`src/rtl/matrix_pkg.sv`:
```
// Shared definitions for the matrix loader: opcodes, size codes, widths,
// operand memory addresses, FSM state encoding and the element placement helper.
// The optional WAIT_CU watchdog is enabled by defining MATRIX_LOADER_TIMEOUT_EN.
package matrix_pkg;

    localparam int WORD_W = 200;
    localparam int ELEM_W = 8;

    localparam logic [2:0] OP_ADD       = 3'd0;
    localparam logic [2:0] OP_SUB       = 3'd1;
    localparam logic [2:0] OP_MMUL      = 3'd2;
    localparam logic [2:0] OP_SMUL      = 3'd3;
    localparam logic [2:0] OP_UNARY4    = 3'd4;
    localparam logic [2:0] OP_TRANSPOSE = 3'd5;
    localparam logic [2:0] OP_UNARY6    = 3'd6;
    localparam logic [2:0] OP_INVALID   = 3'd7;

    localparam logic [1:0] SIZE_2X2 = 2'd0;
    localparam logic [1:0] SIZE_3X3 = 2'd1;
    localparam logic [1:0] SIZE_4X4 = 2'd2;
    localparam logic [1:0] SIZE_5X5 = 2'd3;

    localparam logic [1:0] ADDR_INSTR  = 2'd0;
    localparam logic [1:0] ADDR_A      = 2'd1;
    localparam logic [1:0] ADDR_B      = 2'd2;
    localparam logic [1:0] ADDR_RESULT = 2'd3;

    typedef enum logic [2:0] {
        S_IDLE,
        S_WR_INSTR,
        S_LOAD_A,
        S_WR_A,
        S_LOAD_B,
        S_WR_B,
        S_START,
        S_WAIT_CU
    } state_e;

    // MSB of the byte lane for element (row, col); rows are 40 bits apart.
    function automatic logic [7:0] elem_msb(input logic [2:0] row, input logic [2:0] col);
        return 8'd199 - (8'd40 * {5'd0, row}) - {2'd0, col, 3'd0};
    endfunction

    // Opcodes that load a B operand from the element stream (matrix or scalar).
    function automatic logic b_has_elems(input logic [2:0] op);
        return op <= OP_SMUL;
    endfunction

endpackage

```
`src/rtl/elem_packer.sv`:
```
// Packs a row-major element stream into a 200-bit operand frame.
// Holds the row/col counters, the frame register and the last-element flag;
// one instance serves both operands, cleared before each one is loaded.
module elem_packer
    import matrix_pkg::*;
(
    input  logic              clk,
    input  logic              rst,
    input  logic              clear,
    input  logic              load,
    input  logic              scalar,
    input  logic [1:0]        size,
    input  logic [ELEM_W-1:0] elem,
    output logic              last,
    output logic [WORD_W-1:0] frame
);

    logic [2:0]        row_q, row_d;
    logic [2:0]        col_q, col_d;
    logic [WORD_W-1:0] frame_q, frame_d;
    logic [2:0]        n_m1;
    logic [7:0]        msb;

    assign n_m1  = {1'b0, size} + 3'd1;
    assign msb   = elem_msb(row_q, col_q);
    assign last  = scalar || ((row_q == n_m1) && (col_q == n_m1));
    assign frame = frame_q;

    // Place each accepted element and advance the counters; stalls hold everything.
    always_comb begin
        row_d   = row_q;
        col_d   = col_q;
        frame_d = frame_q;
        if (clear) begin
            row_d   = '0;
            col_d   = '0;
            frame_d = '0;
        end else if (load) begin
            if (scalar) begin
                frame_d[ELEM_W-1:0] = elem;
            end else begin
                frame_d[msb -: ELEM_W] = elem;
                if (last) begin
                    row_d = '0;
                    col_d = '0;
                end else if (col_q == n_m1) begin
                    col_d = '0;
                    row_d = row_q + 3'd1;
                end else begin
                    col_d = col_q + 3'd1;
                end
            end
        end
    end

    // Counter and frame registers.
    always_ff @(posedge clk) begin
        if (rst) begin
            row_q   <= '0;
            col_q   <= '0;
            frame_q <= '0;
        end else begin
            row_q   <= row_d;
            col_q   <= col_d;
            frame_q <= frame_d;
        end
    end

endmodule

```
`src/rtl/matrix_loader.sv`:
```
// Matrix loader: accepts a host command, streams operand elements into
// instruction / A / B frames in operand memory, then kicks the control unit
// and waits for its result-ready pulse.
// Define MATRIX_LOADER_TIMEOUT_EN to add a 16-bit watchdog on WAIT_CU.
module matrix_loader
    import matrix_pkg::*;
(
    input  logic              clk,
    input  logic              rst,
    input  logic              cmd_valid,
    input  logic [2:0]        cmd_opcode,
    input  logic [1:0]        cmd_size,
    output logic              cmd_ready,
    input  logic              elem_valid,
    input  logic [ELEM_W-1:0] elem_data,
    output logic              elem_ready,
    output logic [1:0]        mem_address,
    output logic [WORD_W-1:0] mem_data,
    output logic              mem_wren,
    output logic              cu_start,
    input  logic              cu_ready,
    output logic              busy,
    output logic              done,
    output logic              error
);

    // Handshakes: a transfer happens on a rising edge where valid and ready
    // are both 1; ready depends only on state, never on valid.

    state_e            state_q, state_d;
    logic [2:0]        opcode_q, opcode_d;
    logic [1:0]        size_q, size_d;
    logic              done_q, done_d;
    logic              error_q, error_d;
    logic              pk_clear, pk_load, pk_scalar, pk_last;
    logic [WORD_W-1:0] pk_frame;
    logic [WORD_W-1:0] instr_frame;
`ifdef MATRIX_LOADER_TIMEOUT_EN
    logic [15:0]       wd_q, wd_d;
`endif

    assign cmd_ready  = (state_q == S_IDLE);
    assign busy       = (state_q != S_IDLE);
    assign elem_ready = (state_q == S_LOAD_A) || (state_q == S_LOAD_B);
    assign cu_start   = (state_q == S_START);
    assign done       = done_q;
    assign error      = error_q;

    // Packer is cleared while the instruction and A frames are written.
    assign pk_clear  = (state_q == S_WR_INSTR) || (state_q == S_WR_A);
    assign pk_load   = elem_valid && elem_ready;
    assign pk_scalar = (state_q == S_LOAD_B) && (opcode_q == OP_SMUL);

    elem_packer u_packer (
        .clk    (clk),
        .rst    (rst),
        .clear  (pk_clear),
        .load   (pk_load),
        .scalar (pk_scalar),
        .size   (size_q),
        .elem   (elem_data),
        .last   (pk_last),
        .frame  (pk_frame)
    );

    // Instruction word: size in byte 0, opcode in byte 1.
    always_comb begin
        instr_frame       = '0;
        instr_frame[7:0]  = {6'b0, size_q};
        instr_frame[15:8] = {5'b0, opcode_q};
    end

    // Memory write port: only the three write states drive it; address 3 is never used.
    always_comb begin
        mem_wren    = 1'b0;
        mem_address = ADDR_INSTR;
        mem_data    = '0;
        case (state_q)
            S_WR_INSTR: begin
                mem_wren    = 1'b1;
                mem_address = ADDR_INSTR;
                mem_data    = instr_frame;
            end
            S_WR_A: begin
                mem_wren    = 1'b1;
                mem_address = ADDR_A;
                mem_data    = pk_frame;
            end
            S_WR_B: begin
                mem_wren    = 1'b1;
                mem_address = ADDR_B;
                mem_data    = pk_frame;
            end
            default: ;
        endcase
    end

    // Next-state logic for the transaction sequence.
    always_comb begin
        state_d  = state_q;
        opcode_d = opcode_q;
        size_d   = size_q;
        done_d   = 1'b0;
        error_d  = 1'b0;
`ifdef MATRIX_LOADER_TIMEOUT_EN
        wd_d     = (state_q == S_WAIT_CU) ? wd_q + 16'd1 : 16'd0;
`endif
        case (state_q)
            S_IDLE: begin
                if (cmd_valid) begin
                    if (cmd_opcode == OP_INVALID) begin
                        error_d = 1'b1;
                    end else begin
                        opcode_d = cmd_opcode;
                        size_d   = cmd_size;
                        state_d  = S_WR_INSTR;
                    end
                end
            end
            S_WR_INSTR: state_d = S_LOAD_A;
            S_LOAD_A: begin
                if (pk_load && pk_last) state_d = S_WR_A;
            end
            S_WR_A: state_d = b_has_elems(opcode_q) ? S_LOAD_B : S_WR_B;
            S_LOAD_B: begin
                if (pk_load && pk_last) state_d = S_WR_B;
            end
            S_WR_B:  state_d = S_START;
            S_START: state_d = S_WAIT_CU;
            S_WAIT_CU: begin
                if (cu_ready) begin
                    done_d  = 1'b1;
                    state_d = S_IDLE;
                end
`ifdef MATRIX_LOADER_TIMEOUT_EN
                else if (wd_q == 16'hFFFE) begin
                    error_d = 1'b1;
                    state_d = S_IDLE;
                end
`endif
            end
            default: state_d = S_IDLE;
        endcase
    end

    // State, latched command and pulse registers.
    always_ff @(posedge clk) begin
        if (rst) begin
            state_q  <= S_IDLE;
            opcode_q <= '0;
            size_q   <= '0;
            done_q   <= 1'b0;
            error_q  <= 1'b0;
`ifdef MATRIX_LOADER_TIMEOUT_EN
            wd_q     <= '0;
`endif
        end else begin
            state_q  <= state_d;
            opcode_q <= opcode_d;
            size_q   <= size_d;
            done_q   <= done_d;
            error_q  <= error_d;
`ifdef MATRIX_LOADER_TIMEOUT_EN
            wd_q     <= wd_d;
`endif
        end
    end

endmodule

```
`config.mk`:
```
export PLATFORM = sky130hd
export DESIGN_NAME = matrix_loader
export DESIGN_NICKNAME = d
export VERILOG_FILES = /design/src/rtl/matrix_pkg.sv /design/src/rtl/elem_packer.sv /design/src/rtl/matrix_loader.sv
export SDC_FILE = /design/constraint.sdc
export NUM_CORES = 1
export LEC_CHECK = 0
export CAP_MARGIN = 20
export CORE_MARGIN = 4
export CORE_UTILIZATION = 55
export DETAILED_ROUTE_END_ITERATION = 8
export HOLD_SLACK_MARGIN = 0.02
export PLACE_DENSITY_LB_ADDON = 0.12
export REMOVE_ABC_BUFFERS = 1
export SKIP_LAST_GASP = 1
export SYNTH_ARGS = -nofsm -noshare
export SYNTH_HDL_FRONTEND = slang
export SYNTH_SLANG_ARGS = --single-unit
```
`constraint.sdc`:
```
create_clock -name clk -period 8.4 [get_ports clk]
set_input_delay 0.84 -clock clk [delete_from_list [all_inputs] [get_ports clk]]
set_output_delay 0.84 -clock clk [all_outputs]
set_load 0.005 [all_outputs]
```
==> run_summary.xml <==
<?xml version="1.0" encoding="UTF-8"?>
<metrics>
  <group name="setup_path">
    <metric name="worstSetupPathType" unit="">reg -&gt; out</metric>
    <metric name="crit_path_top_delay_cell" unit="">sky130_fd_sc_hd__dfxtp_1</metric>
    <metric name="critPathArrivalTime" unit="ns">4.18</metric>
    <metric name="cell_by_cell_listing_of_the_critical_path" unit="">xor2_4 -&gt; buf_4 -&gt; buf_4 -&gt; and3_1 -&gt; clkdlybuf4s50_1</metric>
    <metric name="crit_top_cell" unit="">sky130_fd_sc_hd__buf_4</metric>
    <metric name="largest_driver_fanout_on_the_critical_path" unit="">78</metric>
    <metric name="setup.worst_path.start_class" unit="">register</metric>
    <metric name="cpLargestDelayFamily" unit="">buffers and inverters</metric>
    <metric name="worst_ep_required_time" unit="ns">7.56</metric>
    <metric name="worst-path-buf-inv" unit="">3</metric>
    <metric name="worst_setup_path_end_kind" unit="">output pin</metric>
    <metric name="max_stage_delay" unit="ns">0.82</metric>
  </group>
  <group name="run_status">
    <metric name="status" unit="">finished clean</metric>
  </group>
  <group name="sta">
    <metric name="setup_violations" unit="">0</metric>
    <metric name="fin_skew" unit="ns">0.00894</metric>
    <metric name="post-route-period-util" unit="%">59.7</metric>
    <metric name="achievable-frequency" unit="MHz">199</metric>
    <metric name="number_of_max_slew_violations_in_the_final_report" unit="">0</metric>
    <metric name="worst_slew_pin_slew" unit="ns">1.06</metric>
    <metric name="totalNegativeSetupSlack" unit="ns">0</metric>
    <metric name="final.hold.worst_slack" unit="ns">0.453</metric>
    <metric name="hold_viol" unit="">0</metric>
    <metric name="setup_repair_after_global_routing_missed_its_margin" unit="">no</metric>
    <metric name="finalWorstSetupSlack" unit="ns">3.38</metric>
    <metric name="timing.final.crit_period" unit="ns">5.02</metric>
    <metric name="worst_slew_margin_rel" unit="%">29.1</metric>
  </group>
  <group name="pwr">
    <metric name="cellPowerDensity" unit="nW/um^2">207</metric>
    <metric name="p_int" unit="mW">1.84</metric>
    <metric name="pwr-share-clk" unit="%">37.1</metric>
    <metric name="net-switching-power" unit="uW">987</metric>
    <metric name="total_power" unit="mW">2.83</metric>
    <metric name="p_leak" unit="nW">6.63</metric>
    <metric name="switching_portion_of_total_power" unit="%">34.9</metric>
    <metric name="worst_ir_drop_on_vdd" unit="mV">0.154</metric>
    <metric name="seqPwrFrac" unit="%">39.7</metric>
    <metric name="share_of_total_power_in_combinational_logic" unit="%">23.2</metric>
  </group>
  <group name="floorplanning">
    <metric name="start_util" unit="%">56.4</metric>
    <metric name="floorplan.die.width" unit="um">147</metric>
    <metric name="core_area" unit="um^2">18800</metric>
    <metric name="placement_rows" unit="">50</metric>
    <metric name="die_area" unit="um^2">21600</metric>
    <metric name="dieHeight" unit="um">147</metric>
    <metric name="floorplan.io_pins" unit="">227</metric>
  </group>
  <group name="synthesis">
    <metric name="synth_top_area_share" unit="%">40.7</metric>
    <metric name="synth_area_per_cell" unit="um^2">8.85</metric>
    <metric name="synth_async_sr_flop_share" unit="%">0</metric>
    <metric name="synthDominantAreaCellType" unit="">sky130_fd_sc_hd__dfxtp_1</metric>
    <metric name="synth_area_leaders" unit="">sky130_fd_sc_hd__dfxtp_1 (41%), sky130_fd_sc_hd__mux2i_1 (19%), sky130_fd_sc_hd__and3_1 (12%), sky130_fd_sc_hd__nand2_1 (7.3%), sky130_fd_sc_hd__nand4_1 (3.8%)</metric>
    <metric name="ys_seq_area_share" unit="%">40.7</metric>
    <metric name="synth_enable_flop_cells" unit="">0</metric>
    <metric name="ys.warnings.count" unit="">0</metric>
    <metric name="syn-cell-area" unit="um^2">10600</metric>
    <metric name="synthCells" unit="">1200</metric>
    <metric name="cell_variety_after_synth" unit="">48</metric>
    <metric name="postSynthRegisterBits" unit="">216</metric>
    <metric name="ys_dominant_reg_cell" unit="">sky130_fd_sc_hd__dfxtp_1</metric>
  </group>
  <group name="detailed_routing">
    <metric name="topRoutingLayerUsed" unit="">met4</metric>
    <metric name="iteration_0_drc_markers" unit="">603</metric>
    <metric name="wl_met3" unit="mm">2.10</metric>
    <metric name="routedWlPerCell" unit="um">18.7</metric>
    <metric name="detail_route.drc_violations" unit="">0</metric>
    <metric name="ant_nets" unit="">0</metric>
    <metric name="final_wirelength" unit="mm">30.3</metric>
    <metric name="detail_route.wirelength.met1" unit="mm">13.4</metric>
    <metric name="met2WireLength" unit="mm">14.3</metric>
    <metric name="vias" unit="">9396</metric>
    <metric name="routed_via_density" unit="">5.79</metric>
    <metric name="drt_pass_1_iters" unit="">5</metric>
  </group>
  <group name="placement">
    <metric name="detailed_place.area" unit="um^2">12900</metric>
    <metric name="gp_routability_congestion" unit="">0.832</metric>
    <metric name="placedCellCount" unit="">1583</metric>
    <metric name="detailed_place_hpwl" unit="mm">19.0</metric>
    <metric name="portBuffers" unit="">226</metric>
    <metric name="placement.setup.worst_slack" unit="ns">3.87</metric>
  </group>
  <group name="clocking">
    <metric name="clk_path_buf_depth" unit="">3</metric>
    <metric name="clock_slew_at_the_register_clock_pins_of_the_worst_setup_and_hold_paths" unit="ns">0.06</metric>
    <metric name="cts-resized-gates" unit="">0</metric>
    <metric name="clock-sinks" unit="">216</metric>
    <metric name="clock_tree.htree_level_count" unit="">1</metric>
    <metric name="cts_post_setup_buffers_inserted" unit="">0</metric>
    <metric name="number_of_buffers_added_to_fix_hold_violations_after_cts" unit="">0</metric>
    <metric name="cts-buffers-inserted" unit="">22</metric>
    <metric name="cts_root_buf" unit="">sky130_fd_sc_hd__clkbuf_16</metric>
    <metric name="tritoncts" unit="">done</metric>
    <metric name="insertion_delay" unit="ns">0.50</metric>
  </group>
  <group name="cells_and_area">
    <metric name="final_layout_size_suffix_gt1_share" unit="%">5.80</metric>
    <metric name="final-instance-count-excl-fill" unit="">1623</metric>
    <metric name="num_antenna_cells" unit="">0</metric>
    <metric name="finish.utilization" unit="%">72.7</metric>
    <metric name="fin_nets" unit="">1382</metric>
    <metric name="syn2layout_area_growth" unit="%">28.8</metric>
    <metric name="postLayoutCellArea" unit="um^2">13700</metric>
    <metric name="fillers" unit="">1464</metric>
  </group>
  <group name="grt">
    <metric name="initial_antenna_violation_count" unit="">0</metric>
    <metric name="grt_usage" unit="%">26.8</metric>
    <metric name="first_pass_grt_wire_length" unit="mm">48.4</metric>
    <metric name="grt_residual_overflow" unit="">0</metric>
    <metric name="vias_in_the_first_global_route" unit="">9100</metric>
    <metric name="grt_max_degree" unit="">206</metric>
  </group>
  <group name="worst_hold_path">
    <metric name="min-delay-path-class" unit="">reg -&gt; reg</metric>
  </group>
  <group name="flow_run">
    <metric name="number_of_maximum_capacitance_constraint_violations" unit="">0</metric>
  </group>
</metrics>
==> layout by cell type, fill, tap and decap left out, drive strengths merged, types with 3 or more instances in the layout <==
master,netlist,final
o22a,3,3
clkinv,1,4
ha,15,15
a21oi,13,13
inv,10,10
mux2i,202,202
nand3,67,67
xor2,7,7
nor3,9,9
nor2,30,30
clkdlybuf4s50,0,226
a21o,3,3
and3,198,198
o21ai,4,4
nand4,64,64
xnor2,3,3
buf,5,9
o2bb2ai,8,8
nand2,208,208
bufinv,0,4
or3,3,3
clkbuf,106,31
dfxtp,216,216
==> logic make-up (layout without fill, tap and decap cells) <==
| logic type | after synthesis | after routing | share of synthesized area, % |
|---|---|---|---|
| DFF | 216 | 216 | 40.7 |
| adders and majority gates | 16 | 16 | 1.96 |
| xor gates and xnor gates | 10 | 10 | 1.00 |
| AOI/OAI and AO/OA | 43 | 43 | 3.17 |
| muxes | 202 | 202 | 19.0 |
| and+or+nand+nor | 591 | 591 | 29.6 |
| buffers and inverters | 122 | 285 | 4.49 |
==> cell type report <==
cell class	instances	area [um^2]	area share, %
clock inverters	8	143	1.04
flip-flops and latches	216	4330	31.6
well taps	260	325	2.38
clock buffers	31	636	4.65
multi-input cells	862	5860	42.9
repair buffers	235	2350	17.1
inverters	11	41.3	0.302
==> worst register-to-register path: cells and delay by family (launching register included) <==
family | cells | cell delay, ns
AO/OA/AOI/OAI | 2 | 1.15
adder cells (fa/ha/maj) | 3 | 0.98
AND/OR/NAND/NOR | 2 | 0.56
flip-flops | 1 | 0.47
multiplexers | 1 | 0.22
buffers and inverters | 1 | 0.07
==> path summary, 6_finish.rpt <==
path	startpoint	to	slack [ns]	depth (start not counted)
max	state_q[1]$_SDFFE_PP0P_	mem_data[84]	3.38	5
min	u_packer.frame[110]$_SDFFE_PP0P_	u_packer.frame[110]$_SDFFE_PP0P_	0.45	2
max reg2reg	u_packer.row_q[0]$_SDFFE_PP0P_	u_packer.frame[133]$_SDFFE_PP0P_	4.84	9
min reg2reg	u_packer.frame[110]$_SDFFE_PP0P_	u_packer.frame[110]$_SDFFE_PP0P_	0.45	2
==> power by group through the flow <==
| stage | clock network, mW | logic, mW | registers, mW |
|---|---|---|---|
| detailed placement | 0 | 0.645 | 1.14 |
| global placement | 0 | 0.633 | 1.14 |
| CTS | 1.06 | 0.645 | 1.12 |
| global route | 1.10 | 0.712 | 1.13 |
| finish | 1.05 | 0.655 | 1.12 |
| floorplan | 0 | 0.371 | 1.14 |
==> routing by layer <==
| metal | up-vias | GRT usage (%) |
|---|---|---|
| li1 | 4535 | - |
| met3 | 39 | 4.78 |
| met5 | - | 0 |
| met2 | 323 | 43.8 |
| met1 | 4499 | 37.1 |
| met4 | 0 | 6.24 |
==> cells in the mapped netlist (2+ instances only) <==
cell and number:
sky130_fd_sc_hd__a21o_1 3, sky130_fd_sc_hd__a21oi_1 13, sky130_fd_sc_hd__and2_1 2, sky130_fd_sc_hd__and3_1 198, sky130_fd_sc_hd__buf_4 3, sky130_fd_sc_hd__clkbuf_1 106, sky130_fd_sc_hd__dfxtp_1 216, sky130_fd_sc_hd__ha_1 15
sky130_fd_sc_hd__inv_1 10, sky130_fd_sc_hd__mux2i_1 202, sky130_fd_sc_hd__nand2_1 207, sky130_fd_sc_hd__nand2b_1 2, sky130_fd_sc_hd__nand3_1 46, sky130_fd_sc_hd__nand3_2 21, sky130_fd_sc_hd__nand4_1 64, sky130_fd_sc_hd__nor2_1 29
sky130_fd_sc_hd__nor2b_1 2, sky130_fd_sc_hd__nor3_1 9, sky130_fd_sc_hd__o2111ai_2 2, sky130_fd_sc_hd__o21ai_0 4, sky130_fd_sc_hd__o22a_1 3, sky130_fd_sc_hd__o2bb2ai_1 8, sky130_fd_sc_hd__or3_1 3, sky130_fd_sc_hd__xnor2_1 3
sky130_fd_sc_hd__xor2_1 6
==> registers in the layout, indices dropped and copies added, names as in the netlist <==
signal and count:
size_q 2, u_packer.col_q 3, u_packer.row_q 3, error 1
opcode_q 3, state_q 3, u_packer.frame 200, done 1
(Power assumes the default switching activity.)
